[config.mk]
export PLATFORM = sky130hd
export DESIGN_NAME = fetch_sequencer_flat
export DESIGN_NICKNAME = d
export VERILOG_FILES = /design/src/rtl/fetch_sequencer_if.sv /design/src/rtl/fetch_sequencer.sv /design/src/flat_wrapper.sv
export SDC_FILE = /design/constraint.sdc
export NUM_CORES = 1
export LEC_CHECK = 0
export ABC_CLOCK_PERIOD_IN_PS = 2260
export CORE_MARGIN = 2
export CORE_UTILIZATION = 25
export DETAILED_ROUTE_END_ITERATION = 7
export GPL_ROUTABILITY_DRIVEN = 0
export PLACE_DENSITY_LB_ADDON = 0.2
export SLEW_MARGIN = 20
export SYNTH_ARGS = -nofsm -noshare
export SYNTH_HDL_FRONTEND = slang
export SYNTH_SLANG_ARGS = --single-unit
[constraint.sdc]
create_clock -name clk -period 2.26 [get_ports clk]
set_clock_uncertainty 0.2 [all_clocks]
set_input_delay 0.226 -clock clk [delete_from_list [all_inputs] [get_ports clk]]
set_output_delay 0.226 -clock clk [all_outputs]
set_load 0.01 [all_outputs]
[src/rtl/fetch_sequencer_if.sv]
// fetch_sequencer_if
//   Bundles the instruction-memory handshake and the decode-side signals of the
//   fetch sequencer.
//   master : fetch sequencer side (drives Mem_Req/Inst_Addr and the decode outputs)
//   slave  : memory + decode side (drives Stall, redirect, Mem_Ready/Mem_Data)
//   Signals:
//     Stall, Branch_Taken, Branch_Target[63:0]  decode -> fetch
//     Mem_Req, Inst_Addr[63:0]                  fetch  -> memory
//     Mem_Ready, Mem_Data[31:0]                 memory -> fetch
//     Instruction[31:0], Inst_PC[63:0],
//     Inst_Valid, Fetch_Fault                   fetch  -> decode
interface fetch_sequencer_if;
    logic        Stall;
    logic        Branch_Taken;
    logic [63:0] Branch_Target;
    logic        Mem_Req;
    logic [63:0] Inst_Addr;
    logic        Mem_Ready;
    logic [31:0] Mem_Data;
    logic [31:0] Instruction;
    logic [63:0] Inst_PC;
    logic        Inst_Valid;
    logic        Fetch_Fault;

    modport master (
        input  Stall, Branch_Taken, Branch_Target, Mem_Ready, Mem_Data,
        output Mem_Req, Inst_Addr, Instruction, Inst_PC, Inst_Valid, Fetch_Fault
    );

    modport slave (
        output Stall, Branch_Taken, Branch_Target, Mem_Ready, Mem_Data,
        input  Mem_Req, Inst_Addr, Instruction, Inst_PC, Inst_Valid, Fetch_Fault
    );
endinterface

[src/rtl/fetch_sequencer.sv]
// fetch_sequencer
//   Owns the PC and fetches one 32-bit instruction at a time from byte-addressed
//   instruction memory, presenting it to decode. Handles decode stalls, branch
//   redirects, out-of-range PCs (PC >= MEM_LIMIT) and memory timeouts.
//   Ports:
//     clk    rising-edge clock
//     reset  asynchronous active-low reset
//     bus    fetch_sequencer_if.master (memory handshake + decode outputs)
//   All outputs are registered except Mem_Req; Inst_Addr is the PC register.
//   Optional feature: define FETCH_ALIGN_CHECK_EN to fault on redirect targets with
//   Branch_Target[1:0] != 0. Without it, the low two target bits are forced to zero.
module fetch_sequencer #(
    parameter logic [63:0] RESET_PC  = 64'd0,
    parameter logic [63:0] MEM_LIMIT = 64'd16,
    parameter int unsigned TIMEOUT   = 8
) (
    input logic               clk,
    input logic               reset,
    fetch_sequencer_if.master bus
);

    localparam int unsigned CntW = (TIMEOUT > 1) ? $clog2(TIMEOUT) : 1;
    localparam logic [CntW-1:0] CntLast = CntW'(TIMEOUT - 1);

    typedef enum logic [1:0] {StIdle, StFetch, StValid, StFault} state_e;

    state_e          state_q;
    logic [63:0]     pc_q;
    logic [31:0]     instruction_q;
    logic [63:0]     inst_pc_q;
    logic            inst_valid_q;
    logic            fetch_fault_q;
    logic [CntW-1:0] timeout_cnt_q;

    logic [63:0] redirect_pc;
    logic        redirect_misaligned;

`ifdef FETCH_ALIGN_CHECK_EN
    assign redirect_pc         = bus.Branch_Target;
    assign redirect_misaligned = (bus.Branch_Target[1:0] != 2'b00);
`else
    assign redirect_pc         = bus.Branch_Target & ~64'h3;
    assign redirect_misaligned = 1'b0;
`endif

    // Branch_Taken suppresses the request so the old-path address never reaches memory.
    assign bus.Mem_Req     = (state_q == StFetch) && (pc_q < MEM_LIMIT) && !bus.Branch_Taken;
    assign bus.Inst_Addr   = pc_q;
    assign bus.Instruction = instruction_q;
    assign bus.Inst_PC     = inst_pc_q;
    assign bus.Inst_Valid  = inst_valid_q;
    assign bus.Fetch_Fault = fetch_fault_q;

    always_ff @(posedge clk or negedge reset) begin
        if (!reset) begin
            state_q       <= StIdle;
            pc_q          <= RESET_PC;
            instruction_q <= 32'd0;
            inst_pc_q     <= 64'd0;
            inst_valid_q  <= 1'b0;
            fetch_fault_q <= 1'b0;
            timeout_cnt_q <= '0;
        end else if (bus.Branch_Taken && (state_q != StIdle)) begin
            // A redirect wins in every active state; any presented instruction is wrong-path.
            pc_q          <= redirect_pc;
            inst_valid_q  <= 1'b0;
            timeout_cnt_q <= '0;
            fetch_fault_q <= redirect_misaligned;
            state_q       <= redirect_misaligned ? StFault : StFetch;
        end else begin
            unique case (state_q)
                StIdle: begin
                    state_q <= StFetch;
                end
                StFetch: begin
                    if (pc_q >= MEM_LIMIT) begin
                        fetch_fault_q <= 1'b1;
                        timeout_cnt_q <= '0;
                        state_q       <= StFault;
                    end else if (bus.Mem_Ready) begin
                        instruction_q <= bus.Mem_Data;
                        inst_pc_q     <= pc_q;
                        inst_valid_q  <= 1'b1;
                        pc_q          <= pc_q + 64'd4;
                        timeout_cnt_q <= '0;
                        state_q       <= StValid;
                    end else if (timeout_cnt_q == CntLast) begin
                        fetch_fault_q <= 1'b1;
                        timeout_cnt_q <= '0;
                        state_q       <= StFault;
                    end else begin
                        timeout_cnt_q <= timeout_cnt_q + 1'b1;
                    end
                end
                StValid: begin
                    if (!bus.Stall) begin
                        inst_valid_q <= 1'b0;
                        state_q      <= StFetch;
                    end
                end
                StFault: begin
                    // Held until a redirect, handled above.
                    inst_valid_q <= 1'b0;
                end
                default: begin
                    state_q <= StIdle;
                end
            endcase
        end
    end

endmodule

[src/flat_wrapper.sv]
// flat-port wrapper written by rule: the top's interface ports become plain ports
module fetch_sequencer_flat 
#(
    parameter logic [63:0] RESET_PC  = 64'd0,
    parameter logic [63:0] MEM_LIMIT = 64'd16,
    parameter int unsigned TIMEOUT   = 8
)
  (clk, reset, bus_Stall, bus_Branch_Taken, bus_Branch_Target, bus_Mem_Ready, bus_Mem_Data, bus_Mem_Req, bus_Inst_Addr, bus_Instruction, bus_Inst_PC, bus_Inst_Valid, bus_Fetch_Fault);
  fetch_sequencer_if bus_i ();
  input logic clk;
  input logic reset;
  input wire logic [$bits(bus_i.Stall)-1:0] bus_Stall;
  input wire logic [$bits(bus_i.Branch_Taken)-1:0] bus_Branch_Taken;
  input wire logic [$bits(bus_i.Branch_Target)-1:0] bus_Branch_Target;
  input wire logic [$bits(bus_i.Mem_Ready)-1:0] bus_Mem_Ready;
  input wire logic [$bits(bus_i.Mem_Data)-1:0] bus_Mem_Data;
  output wire logic [$bits(bus_i.Mem_Req)-1:0] bus_Mem_Req;
  output wire logic [$bits(bus_i.Inst_Addr)-1:0] bus_Inst_Addr;
  output wire logic [$bits(bus_i.Instruction)-1:0] bus_Instruction;
  output wire logic [$bits(bus_i.Inst_PC)-1:0] bus_Inst_PC;
  output wire logic [$bits(bus_i.Inst_Valid)-1:0] bus_Inst_Valid;
  output wire logic [$bits(bus_i.Fetch_Fault)-1:0] bus_Fetch_Fault;
  assign bus_i.Stall = bus_Stall;
  assign bus_i.Branch_Taken = bus_Branch_Taken;
  assign bus_i.Branch_Target = bus_Branch_Target;
  assign bus_i.Mem_Ready = bus_Mem_Ready;
  assign bus_i.Mem_Data = bus_Mem_Data;
  assign bus_Mem_Req = bus_i.Mem_Req;
  assign bus_Inst_Addr = bus_i.Inst_Addr;
  assign bus_Instruction = bus_i.Instruction;
  assign bus_Inst_PC = bus_i.Inst_PC;
  assign bus_Inst_Valid = bus_i.Inst_Valid;
  assign bus_Fetch_Fault = bus_i.Fetch_Fault;
  fetch_sequencer #(.RESET_PC(RESET_PC), .MEM_LIMIT(MEM_LIMIT), .TIMEOUT(TIMEOUT)) u_core (.clk(clk), .reset(reset), .bus(bus_i));
endmodule
# Yosys cells after proc, flatten, opt, wreduce, memory -nomap -nowiden
# Index checks and enable logic that the tools add are counted.
word_totals:
  ff_bits: 167
  word_cells: 64
op_classes:
  n_addsub: 2
  magnitude_cmp: 2
  n_eq_ne: 10
  n_mux: 25
  n_bitwise: 2
  n_reduce_logical: 16
op_table:
  columns: ["cell", "n"]
  rows:
  - ["64-bit two-way mux", 4]
  - ["64-bit by 3-bit adder with 64-bit output (second input constant)", 1]
  - ["64-bit by 5-bit >= comparator with 1-bit output (second input constant)", 1]
  - ["64-bit by 5-bit less-than comparator with 1-bit output (second input constant)", 1]
  - ["3-bit two-way mux", 5]
  - ["2-bit two-way mux", 5]
  - ["1-bit two-way mux", 9]
  - ["3-bit AND reduction", 3]
  - ["4-bit AND reduction", 2]
  - ["4-bit nonzero test", 2]
  - ["3-bit != test (second input constant)", 2]
  - ["2-bit one-hot mux with 3 select lines", 1]
  - ["2-bit nonzero test", 3]
  - ["5-bit != test (second input constant)", 1]
  - ["2-bit == test (second input constant)", 2]
  - ["3-bit by 1-bit adder with 3-bit output (second input constant)", 1]
  - ["3-bit == test (second input constant)", 1]
  - ["1-bit logical AND", 3]
  - ["3-bit by 1-bit != test with 1-bit output (second input constant)", 1]
  - ["3-bit by 2-bit != test with 1-bit output (second input constant)", 1]
  - ["1-bit one-hot mux with 3 select lines", 1]
  - ["3-bit nonzero test", 1]
  - ["2-bit by 1-bit == test with 1-bit output (second input constant)", 1]
  - ["2-bit zero test", 1]
  - ["3 further kinds", 4]

# Logic depth before layout (Yosys ltp)
# Gate-level depths: netlist (run 1).
depth:
  ltp_word: 6
  ltp_mapped: 7
  mapped_depth_nobuf: 5

# Least setup slack after synthesis (run 1)
# No wires, ideal clock.
synth_path:
  path_type: "reg-to-reg"
  start: "register u_core.pc_q[31], in the netlist u_core.bus.Inst_Addr[31]"
  end: "register u_core.instruction_q[10], in the netlist u_core.bus.Instruction[10]"
  arrival_time_ps: 2017
  t_required_ps: 1935
  setup_slack_ps: -83
  stages_incl_launch_ff: 8
  path_buffers: 2
  path_cell_list: "dfrtp_1 > nor4_1 > nand4_1 > nor4_4 > and3_1 > buf_6 > buf_12 > mux2_4"
synth_via:
  elab_chain_len: 3
synth_lines:
  columns: ["element", "line_no", "source"]
  rows:
  - ["start, declared", "fetch_sequencer.sv:28", "logic [63:0] pc_q;"]
  - ["start signal, assigned", "fetch_sequencer.sv:65", "pc_q <= redirect_pc;"]
  - ["start signal, assigned", "fetch_sequencer.sv:84", "pc_q <= pc_q + 64'd4;"]
  - ["64-bit by 5-bit >= comparator with 1-bit output", "fetch_sequencer.sv:76", "if (pc_q >= MEM_LIMIT) begin"]
  - ["1-bit inverter (no source line)", null, null]
  - ["4-bit AND reduction (no source line)", null, null]
  - ["end signal, assigned", "fetch_sequencer.sv:81", "instruction_q <= bus.Mem_Data;"]
  - ["end, declared", "fetch_sequencer.sv:29", "logic [31:0] instruction_q;"]
# Every way passes these cells.
# A chain may end at the register's enable or synchronous reset.

# Final worst setup path (run 1)
layout_path:
  start: "register u_core.pc_q[57], in the netlist u_core.bus.Inst_Addr[57]"
  end: "register u_core.inst_pc_q[29], in the netlist u_core.bus.Inst_PC[29]"
layout_via:
  elab_chain_len: 3
layout_lines:
  columns: ["element", "line_no", "source"]
  rows:
  - ["64-bit by 5-bit >= comparator with 1-bit output", "fetch_sequencer.sv:76", null]
  - ["1-bit inverter (no source line)", null, null]
  - ["4-bit AND reduction (no source line)", null, null]
  - ["end signal, assigned", "fetch_sequencer.sv:82", "inst_pc_q <= pc_q;"]
  - ["end, declared", "fetch_sequencer.sv:30", "logic [63:0] inst_pc_q;"]
# Every way passes these cells.

==> results of run 1 <==
==> cell type report <==
class / count / share of cell area [%]
diodes: 1 / 0.0224
clock buffers: 18 / 3.85
clock inverters: 14 / 1.72
inverters: 5 / 0.168
multi-input cells: 336 / 20.7
flip-flops and latches: 163 / 36.6
well taps: 324 / 3.63
repair buffers: 366 / 33.4
==> flip-flops by register name, indices dropped and copies added (netlist names) <==
| register | cells |
|---|---|
| u_core.bus.Inst_Addr | 62 |
| u_core.bus.Inst_PC | 62 |
| u_core.bus.Instruction | 32 |
| u_core.timeout_cnt_q | 3 |
| u_core.state_q | 2 |
| u_core.bus.Fetch_Fault | 1 |
| u_core.bus.Inst_Valid | 1 |
==> where the power goes <==
part           internal (uW)  switching [uW]  leakage [uW]
Sequential              3040            91.1       0.00214
Combinational            593             395       0.00285
Clock                   1780            1270      0.000304
Total                   5420            1760       0.00529
==> path summary, 6_finish.rpt <==
check | from | end | cells after the start
worst max-delay path | u_core.bus.Inst_Addr[57]$_DFFE_PN0P_ | u_core.bus.Inst_PC[29]$_DFFE_PN0P_ | 9
worst min-delay path | reset | u_core.bus.Inst_PC[52]$_DFFE_PN0P_ | 2
worst max register to register | u_core.bus.Inst_Addr[57]$_DFFE_PN0P_ | u_core.bus.Inst_PC[29]$_DFFE_PN0P_ | 9
worst min register to register | u_core.bus.Inst_PC[29]$_DFFE_PN0P_ | u_core.bus.Inst_PC[29]$_DFFE_PN0P_ | 1
max in group asynchronous | reset | u_core.bus.Inst_PC[48]$_DFFE_PN0P_ | 3
min in group clk | bus_Branch_Target[12] | u_core.bus.Inst_Addr[12]$_DFFE_PN0P_ | 3
==> repair_timing <==
item                       in CTS  in global routing
resized for setup              69                 38
hold endpoints to repair      163                  0
setup endpoints to repair     102                105
cloned                          9                  4
hold buffers                    1                  0
buffers inserted               11                  6
pin swaps                      35                 41
==> kinds of logic (layout without fill, tap and decap cells) <==
kind of cell | after synthesis | count (layout) | share of synthesized area (%)
AO/OA/AOI/OAI | 15 | 15 | 1.72
adder cells (fa/ha/maj) | 4 | 4 | 0.801
buffers and inverters | 36 | 403 | 3.32
flip-flops | 163 | 163 | 65.3
multiplexers | 36 | 36 | 8.19
other | 1 | 5 | 0.0600
AND/OR/NAND/NOR | 277 | 277 | 20.6
==> critical path, cell delays in order, from the launching register on <==
cell	delay, ns
sky130_fd_sc_hd__dfrtp_1	0.40
sky130_fd_sc_hd__nor4_4	0.30
sky130_fd_sc_hd__nand4_1	0.24
sky130_fd_sc_hd__buf_4	0.22
sky130_fd_sc_hd__nor4_4	0.30
sky130_fd_sc_hd__buf_4	0.18
sky130_fd_sc_hd__nand3_4	0.16
sky130_fd_sc_hd__buf_12	0.21
sky130_fd_sc_hd__clkbuf_16	0.17
sky130_fd_sc_hd__and2_1	0.15
==> metrics by stage <==
stage,hold WS (ns),total power [uW],TNS (ns),cells
3_3_place_gp,-0.00591,4150,-30.10,1169
6_report,0.106,7180,-32.68,1227
3_5_place_dp,-0.00866,4150,-32.34,1169
5_1_grt,0.130,7520,-46.59,1226
4_1_cts,0.102,7280,-36.59,1221
2_1_floorplan,-0.270,3430,-2.09,535
==> routing by layer <==
layer / share of wire (%) / global-route usage (%) / vias to the layer above
met5: 0 / 0 / -
met4: 1.0 / 4.10 / 0
met3: 7.3 / 4.72 / 13
met2: 45 / 21.7 / 174
met1: 47 / 19.4 / 2337
li1: - / - / 2440
==> cell usage in the layout, fill, tap and decap left out, drive strengths merged, types with 2 or more instances in the layout <==
cell type and count:
ha 4, clkinv 2, nor3 2, and2 60, and3 2, mux2 34
inv 13, a22oi 2, nor4 18, clkbuf 22, buf 106, nand2 179
mux2i 2, bufinv 3, a21oi 3, nand3 2, clkdlybuf4s50 255, nand2b 2
dfrtp 163, o21ai 3, nand4 4, conb 4, nor2 5
==> flow_summary_export.csv, run 1 <==
group,metric,value,unit
outcome,run_status,"finished with violations",
outcome,violations,"negative setup slack",
synthesis,synth.most_common_cell,"sky130_fd_sc_hd__nand2_1",
final_layout,drive_gt1_share,28.0,%
power,power.static_leakage,0.00529,uW
synthesis,synth_cell_type_count,37,
timing,tightestPinTransition,0.594,ns
synthesis,synth_top_cells_by_count,"179 x sky130_fd_sc_hd__nand2_1, 163 x sky130_fd_sc_hd__dfrtp_1, 60 x sky130_fd_sc_hd__and2_1",
final_layout,fillers,2244,
critical_path,endpoint_class_of_the_critical_path,"flop",
die,pin_count,264,
global_route,global_route_wire_length_before_repair,29.0,mm
clock_network,clock_sink_total,163,
critical_path,reg2reg_slack,-0.39,ns
final_layout,finalNetCount,994,
die,dieWidth,162,um
critical_path,timing.setup.critical_path_class,"flop to flop",
die,dieHeight,162,um
power,ir_worst_vdd,0.000460,V
critical_path,worstSetupStartpointType,"flop",
global_route,first_global_vias,5167,
placement,place.port_buffers,257,
clock_network,cts.path.max_buffers,2,
critical_path,crit_arrival,2.76,ns
detailed_routing,post-route-drc-count,0,
hold_path,path_category_of_the_worst_min_delay_check,"input pin to async pin",
clock_network,clkSlewWorstSetupHoldPaths,0.07,ns
detailed_routing,drt-wirelength-per-cell,15.5,um
synthesis,netlist_area_before_placement,0.00625,mm^2
final_layout,multiInputGateArea,0.00230,mm^2
synthesis,syn_inst,532,
timing,timing.final.setup_violations,101,
clock_network,clockRootBuffer,"sky130_fd_sc_hd__clkbuf_16",
die,fp.dieArea,0.0263,mm^2
placement,post-dp-hpwl,12.4,mm
critical_path,worstPathRequired,2.37,ns
timing,report.final.slew_viol_count,0,
die,design.core.area,0.0245,mm^2
synthesis,yosys_most_used_dff,"sky130_fd_sc_hd__dfrtp_1",
detailed_routing,totalWireLength,19.0,mm
final_layout,finish.utilization,45.6,%
timing,rsz0062_at_grt,"true",
critical_path,critical_path_peak_fanout,8,
final_layout,area_delta_synth_final,78.6,%
detailed_routing,detailroute.via_count,4964,
synthesis,yosys-top-cells-area,"sky130_fd_sc_hd__dfrtp_1 65%, sky130_fd_sc_hd__nand2_1 11%, sky130_fd_sc_hd__mux2_4 7.0%, sky130_fd_sc_hd__and2_1 6.0%, sky130_fd_sc_hd__nor4_1 1.7%",
timing,max_freq,0.378,GHz
die,initial_core_util,25.5,%
clock_network,tritoncts,"yes",
synthesis,syn_avg_cell_area,11.7,um^2
timing,final_min_period_over_clock_period,117,%
detailed_routing,detailedRoute.firstPassIterationCount,4,
timing,timing.max_slew.rel_slack,60.4,%
timing,finalHoldViolations,0,
synthesis,ys_seq_area_share,65.3,%
final_layout,final_design_area_no_fill,0.0112,mm^2
detailed_routing,drt-initial-drc-count,177,
synthesis,synth_async_sr_flop_share,100,%
detailed_routing,detail_route.vias_per_cell,4.05,
detailed_routing,detail-route-antenna-nets,0,
synthesis,post-synth-top-area-fraction,65.3,%
final_layout,layout.area.seq,0.00408,mm^2
die,rows,57,
placement,placed_area,0.00978,mm^2
global_route,groute.usage.overall,14.2,%
global_route,number_of_antenna_violations_at_the_first_check_in_global_routing,1,
clock_network,clock_insertion_delay_at_the_later_pin_of_the_skew_report,0.42,ns
synthesis,yosys_warnings,0,
synthesis,yosys_register_bits,163,
global_route,gr_ovfl_total,0,
synthesis,synth_enable_flop_cells,0,
clock_network,ctsHtreeMaxLevel,4,
timing,layout_min_cycle_time,2.65,ns
global_route,grt_max_degree,56,
placement,pre_cts_slack,-0.612,ns
timing,layout_setup_ws,-0.388,ns
synthesis,synthDominantAreaCellType,"sky130_fd_sc_hd__dfrtp_1",
flow_run,maxCapViolCount,0,
clock_network,numCtsBuffers,17,
power,power_per_cell_area,643,mW/mm^2
Note: power is estimated with default switching activity, not from simulation.
==> inputs of run 2 (changes only) <==
CORE_MARGIN = 10   (was 2)
==> flow_summary_export.csv, run 2 (synthesis gave the netlist of run 1 again) <==
group,metric,value,unit
detailed_routing,totalWireLength,20.7,mm
detailed_routing,detail-route-antenna-nets,0,
critical_path,endpoint_class_of_the_critical_path,"output pin",
final_layout,area_delta_synth_final,75.9,%
timing,tightestPinTransition,0.613,ns
clock_network,clock_sink_total,163,
critical_path,max_stage_delay,0.60,ns
global_route,first_global_vias,5332,
detailed_routing,drt-initial-drc-count,217,
timing,finalHoldViolations,0,
timing,report.final.slew_viol_count,0,
placement,post-dp-hpwl,15.1,mm
critical_path,critical_path.reg2reg.endpoint,"u_core.bus.Instruction[17]$_DFFE_PN0P_",
critical_path,path_cells,"nor4_1 > nand4_1 > or4_4 > nor3_2 > buf_4",
die,fp.dieArea,0.0317,mm^2
critical_path,timing.setup.critical_path_class,"flop to output pin",
timing,layout_setup_ws,-0.323,ns
critical_path,r2r_start,"u_core.bus.Inst_Addr[54]$_DFFE_PN0P_",
global_route,global_route_wire_length_before_repair,31.5,mm
placement,pre_cts_slack,-0.622,ns
power,switching_share,25.2,%
die,initial_core_util,25.5,%
die,design.core.area,0.0245,mm^2
critical_path,critical_path_origin,"u_core.bus.Inst_Addr[20]$_DFFE_PN0P_",
clock_network,numCtsBuffers,17,
timing,max_freq,0.387,GHz
timing,final_min_period_over_clock_period,114,%
power,seqPwrFrac,45.2,%
global_route,number_of_antenna_violations_at_the_first_check_in_global_routing,0,
power,pwr-share-comb,14.5,%
outcome,violations,"negative setup slack",
power,p_int,5180,uW
global_route,groute.usage.overall,12.8,%
clock_network,ctsHtreeMaxLevel,4,
power,power_per_cell_area,631,mW/mm^2
timing,timing.max_slew.rel_slack,59.1,%
final_layout,diodes,0,
timing,worst_hold_slack,0.133,ns
final_layout,fillers,2300,
timing,timing.final.setup_violations,98,
detailed_routing,drt-wirelength-per-cell,17.0,um
power,power.static_leakage,0.00520,uW
global_route,grt_max_degree,62,
critical_path,critical_path_peak_fanout,3,
critical_path,slowest_cell_on_crit_path,"sky130_fd_sc_hd__or4_4",
critical_path,crit_arrival,2.16,ns
critical_path,reg2reg_slack,-0.31,ns
clock_network,clock_insertion_delay_at_the_later_pin_of_the_skew_report,0.42,ns
final_layout,final_design_area_no_fill,0.0110,mm^2
die,rows,57,
final_layout,finish.utilization,44.9,%
hold_path,path_category_of_the_worst_min_delay_check,"input pin to flop",
outcome,run_status,"finished with violations",
detailed_routing,highest_signal_layer_in_the_routed_design,"met4",
die,dieWidth,178,um
power,ir_worst_vdd,0.000268,V
clock_network,clockRootBuffer,"sky130_fd_sc_hd__clkbuf_16",
clock_network,clkSlewWorstSetupHoldPaths,0.07,ns
timing,rsz0062_at_grt,"true",
detailed_routing,detail_route.wirelength.met1,9.43,mm
detailed_routing,detailedRoute.firstPassIterationCount,4,
power,share_clk_of_total_power,40.2,%
detailed_routing,post-route-drc-count,0,
detailed_routing,detailroute.via_count,4973,
critical_path,worstPathRequired,1.83,ns
final_layout,multiInputGateArea,0.00227,mm^2
timing,layout_min_cycle_time,2.58,ns
detailed_routing,detailroute.wirelength.met3,2.00,mm
critical_path,r2r_cells,7,
placement,dpl.cell_count,1176,
flow_run,maxCapViolCount,0,
placement,placed_area,0.00988,mm^2
global_route,gr_ovfl_total,0,
final_layout,layout.area.seq,0.00408,mm^2
power,total_switching_power,1740,uW
critical_path,worstSetupStartpointType,"flop",
final_layout,finalNonFillerCells,1223,
detailed_routing,detail_route.vias_per_cell,4.07,
placement,place.port_buffers,257,
die,pin_count,264,
final_layout,layout.cells.most_common_list,"255 x sky130_fd_sc_hd__clkdlybuf4s50_1, 179 x sky130_fd_sc_hd__nand2_1, 163 x sky130_fd_sc_hd__dfrtp_1",
final_layout,drive_gt1_share,28.3,%
final_layout,finalNetCount,991,
clock_network,cts.path.max_buffers,2,
die,dieHeight,178,um
clock_network,tritoncts,"yes",
detailed_routing,route.met2.wl,9.12,mm
final_layout,layout_commonest_cell,"sky130_fd_sc_hd__clkdlybuf4s50_1",
critical_path,worstSetupEndpoint,"bus_Mem_Req",
## run 2: timing repair
item                                   in CTS  in global routing
gates resized for setup                    94                 11
hold buffers                                1                  0
pin swaps                                  58                 10
cloned                                      7                  1
endpoints found under the hold margin      56                  0
buffers inserted                            9                  4
setup endpoints to repair                 102                105
## run 2: worst min path at each step
stage,start,to,slack (ns),cells past startpoint
floorplan,reset,u_core.bus.Fetch_Fault$_DFFE_PN0P_,-0.27,0
global placement,reset,u_core.bus.Instruction[5]$_DFFE_PN0P_,0.06,1
detailed placement,reset,u_core.bus.Instruction[5]$_DFFE_PN0P_,0.06,1
CTS,bus_Branch_Target[46],u_core.bus.Inst_Addr[46]$_DFFE_PN0P_,0.11,3
global route,bus_Branch_Target[61],u_core.bus.Inst_Addr[61]$_DFFE_PN0P_,0.12,3
finish,bus_Branch_Target[61],u_core.bus.Inst_Addr[61]$_DFFE_PN0P_,0.13,3
## run 2: metrics by stage
step           power, uW  setup TNS [ns]
6_report            6930          -18.59
5_1_grt             7270          -31.01
4_1_cts             7030          -31.49
3_5_place_dp        4180          -32.11
3_3_place_gp        4170          -30.44
2_1_floorplan       3430           -2.09
## run 2: final cells by class
class                   count  area share (%)
clock buffers              21            4.37
clock inverters            11           0.831
inverters                   5           0.171
multi-input cells         336            20.7
flip-flops and latches    163            37.1
well taps                 324            3.69
repair buffers            363            33.1
## run 2: power groups by stage
stage               clock, uW  sequential, uW  combinational, uW
finish                   2790            3130               1010
global route             3020            3150               1100
CTS                      2880            3130               1020
detailed placement          0            3170               1000
global placement            0            3170               1010
floorplan                   0            3240                185
## run 2: layer usage
metal / track usage (%) / up-vias
li1: - / 2432
met1: 16.5 / 2355
met2: 19.0 / 173
met3: 5.60 / 13
met4: 3.44 / 0
met5: 0 / -
## run 2: worst max-delay path: cells and delay by family, from the launching register on
kind | cells | cell delay, ns
buffers and inverters | 1 | 0.15
and+or+nand+nor | 4 | 1.20
DFF | 1 | 0.38
==> inputs of run 3 (changes only) <==
ABC_CLOCK_PERIOD_IN_PS = 2300   (was 2260)
CAP_MARGIN = 10   (was unset)
clock period = 2.3 ns   (was 2.26 ns; I/O delays follow)
==> flow_summary_export.csv, run 3 (synthesis gave the netlist of run 1 again) <==
group,metric,value,unit
power,post-layout-total-power,6820,uW
die,pin_count,264,
outcome,run_status,"finished with violations",
timing,tightestPinTransition,0.571,ns
die,fp.dieArea,0.0317,mm^2
global_route,grt_max_degree,60,
flow_run,maxCapViolCount,0,
final_layout,layout.cells.most_common_list,"255 x sky130_fd_sc_hd__clkdlybuf4s50_1, 179 x sky130_fd_sc_hd__nand2_1, 163 x sky130_fd_sc_hd__dfrtp_1",
timing,layout_min_cycle_time,2.63,ns
placement,place.port_buffers,257,
detailed_routing,detailroute.via_count,4976,
detailed_routing,drt-wirelength-per-cell,17.5,um
critical_path,critical_path_peak_fanout,3,
power,ir_worst_vdd,0.000330,V
critical_path,reg2reg_slack,-0.28,ns
detailed_routing,post-route-drc-count,0,
global_route,global_route_wire_length_before_repair,32.7,mm
detailed_routing,drt-initial-drc-count,174,
clock_network,cts.path.max_buffers,2,
critical_path,crit_arrival,2.20,ns
clock_network,clockRootBuffer,"sky130_fd_sc_hd__clkbuf_16",
timing,finalHoldViolations,0,
critical_path,r2r_start,"u_core.bus.Inst_Addr[5]$_DFFE_PN0P_",
critical_path,critical_path.reg2reg.endpoint,"u_core.bus.Instruction[18]$_DFFE_PN0P_",
critical_path,worstPathRequired,1.87,ns
timing,setup-tns-final,-22.63,ns
critical_path,timing.setup.critical_path_class,"flop to output pin",
timing,max_freq,0.380,GHz
clock_network,clock_sink_total,163,
final_layout,drive_gt1_share,28.1,%
final_layout,finalNetCount,991,
clock_network,clock_insertion_delay_at_the_later_pin_of_the_skew_report,0.42,ns
die,design.core.area,0.0245,mm^2
timing,final_min_period_over_clock_period,114,%
detailed_routing,detailedRoute.firstPassIterationCount,4,
global_route,number_of_antenna_violations_at_the_first_check_in_global_routing,0,
critical_path,r2r_cells,8,
critical_path,worstSetupStartpointType,"flop",
timing,layout_setup_ws,-0.331,ns
critical_path,endpoint_class_of_the_critical_path,"output pin",
clock_network,tritoncts,"yes",
final_layout,diodes,0,
outcome,violations,"negative setup slack",
timing,report.final.slew_viol_count,0,
global_route,first_global_vias,5363,
final_layout,layout_commonest_cell,"sky130_fd_sc_hd__clkdlybuf4s50_1",
hold_path,path_category_of_the_worst_min_delay_check,"input pin to async pin",
final_layout,area_delta_synth_final,76.6,%
die,dieHeight,178,um
timing,timing.max_slew.rel_slack,61.8,%
die,rows,57,
placement,post-dp-hpwl,14.7,mm
clock_network,ctsHtreeMaxLevel,4,
global_route,gr_ovfl_total,0,
detailed_routing,totalWireLength,21.4,mm
power,power_per_cell_area,618,mW/mm^2
die,initial_core_util,25.5,%
timing,timing.final.setup_violations,98,
power,power.static_leakage,0.00520,uW
detailed_routing,detail_route.vias_per_cell,4.07,
clock_network,numCtsBuffers,17,
placement,pre_cts_slack,-0.554,ns
clock_network,clkSlewWorstSetupHoldPaths,0.07,ns
die,dieWidth,178,um
detailed_routing,detail-route-antenna-nets,0,
global_route,groute.usage.overall,13.5,%
timing,rsz0062_at_grt,"true",
[run 3: changes by cell type in the layout (fill, tap and decap cells not counted), moves of 2 or more]
cell	previous run	this run
sky130_fd_sc_hd__buf_4	84	77
sky130_fd_sc_hd__buf_16	1	7
sky130_fd_sc_hd__buf_12	15	11
sky130_fd_sc_hd__buf_6	4	8
sky130_fd_sc_hd__clkbuf_8	4	0
sky130_fd_sc_hd__clkbuf_1	0	2
[run 3: layout make-up]
cell class | count | area (um^2)
Timing Repair Buffer | 363 | 3700
Clock buffer | 19 | 433
Fill cell | 2332 | 13400
Tap cell | 324 | 405
Multi-Input combinational cell | 336 | 2270
Clock inverter | 13 | 126
Sequential cell | 163 | 4080
Inverter | 5 | 18.8
[run 3: power breakdown]
group	switching (uW)	internal [uW]
combinational	402	580
sequential	85.1	2990
clock	1260	1510
total	1740	5080
[run 3: metal layers]
metal	part of all wire, %	vias up	track usage, %
met1	45	2370	17.1
li1	-	2424	-
met4	0.76	0	3.33
met5	0	-	0
met2	44	173	20.4
met3	10	9	6.03
[run 3: how the worst max path moves through the flow]
stage,startpoint,to,slack [ns],cells after the start
4_1_cts,u_core.bus.Inst_Addr[54]$_DFFE_PN0P_,bus_Mem_Req,-0.43,5
6_report,u_core.bus.Inst_Addr[5]$_DFFE_PN0P_,bus_Mem_Req,-0.33,5
5_1_grt,u_core.bus.Inst_Addr[42]$_DFFE_PN0P_,bus_Mem_Req,-0.41,5
3_5_place_dp,u_core.bus.Inst_Addr[57]$_DFFE_PN0P_,bus_Mem_Req,-0.55,5
3_3_place_gp,u_core.bus.Inst_Addr[57]$_DFFE_PN0P_,bus_Mem_Req,-0.58,5
2_1_floorplan,u_core.bus.Inst_Addr[44]$_DFFE_PN0P_,u_core.bus.Instruction[10]$_DFFE_PN0P_,-0.03,7
[run 3: worst max-delay path, stage by stage (launching register included)]
cell,delay (ns)
sky130_fd_sc_hd__dfrtp_1,0.38
sky130_fd_sc_hd__nor4_2,0.32
sky130_fd_sc_hd__nand4_1,0.22
sky130_fd_sc_hd__or4_4,0.60
sky130_fd_sc_hd__nor3_2,0.11
sky130_fd_sc_hd__buf_2,0.16
[run 3: repair_timing]
item                       CTS  global route
pin swaps                   60            12
setup buffers               11             8
hold endpoints to repair   163             0
resized for setup          101            17
setup endpoints to repair  101           102
cloned                      12             1
hold buffers                 1             0
[run 3: stage by stage]
stage	instances	util, %	hold slack (ns)	area [um^2]
2_1_floorplan	535	-	-0.266	6280
3_3_place_gp	1167	40.0	0.0134	9780
3_5_place_dp	1167	40.0	0.00410	9780
4_1_cts	1222	45.2	0.116	11100
5_1_grt	1223	45.1	0.120	11000
6_report	1223	45.1	0.0973	11000
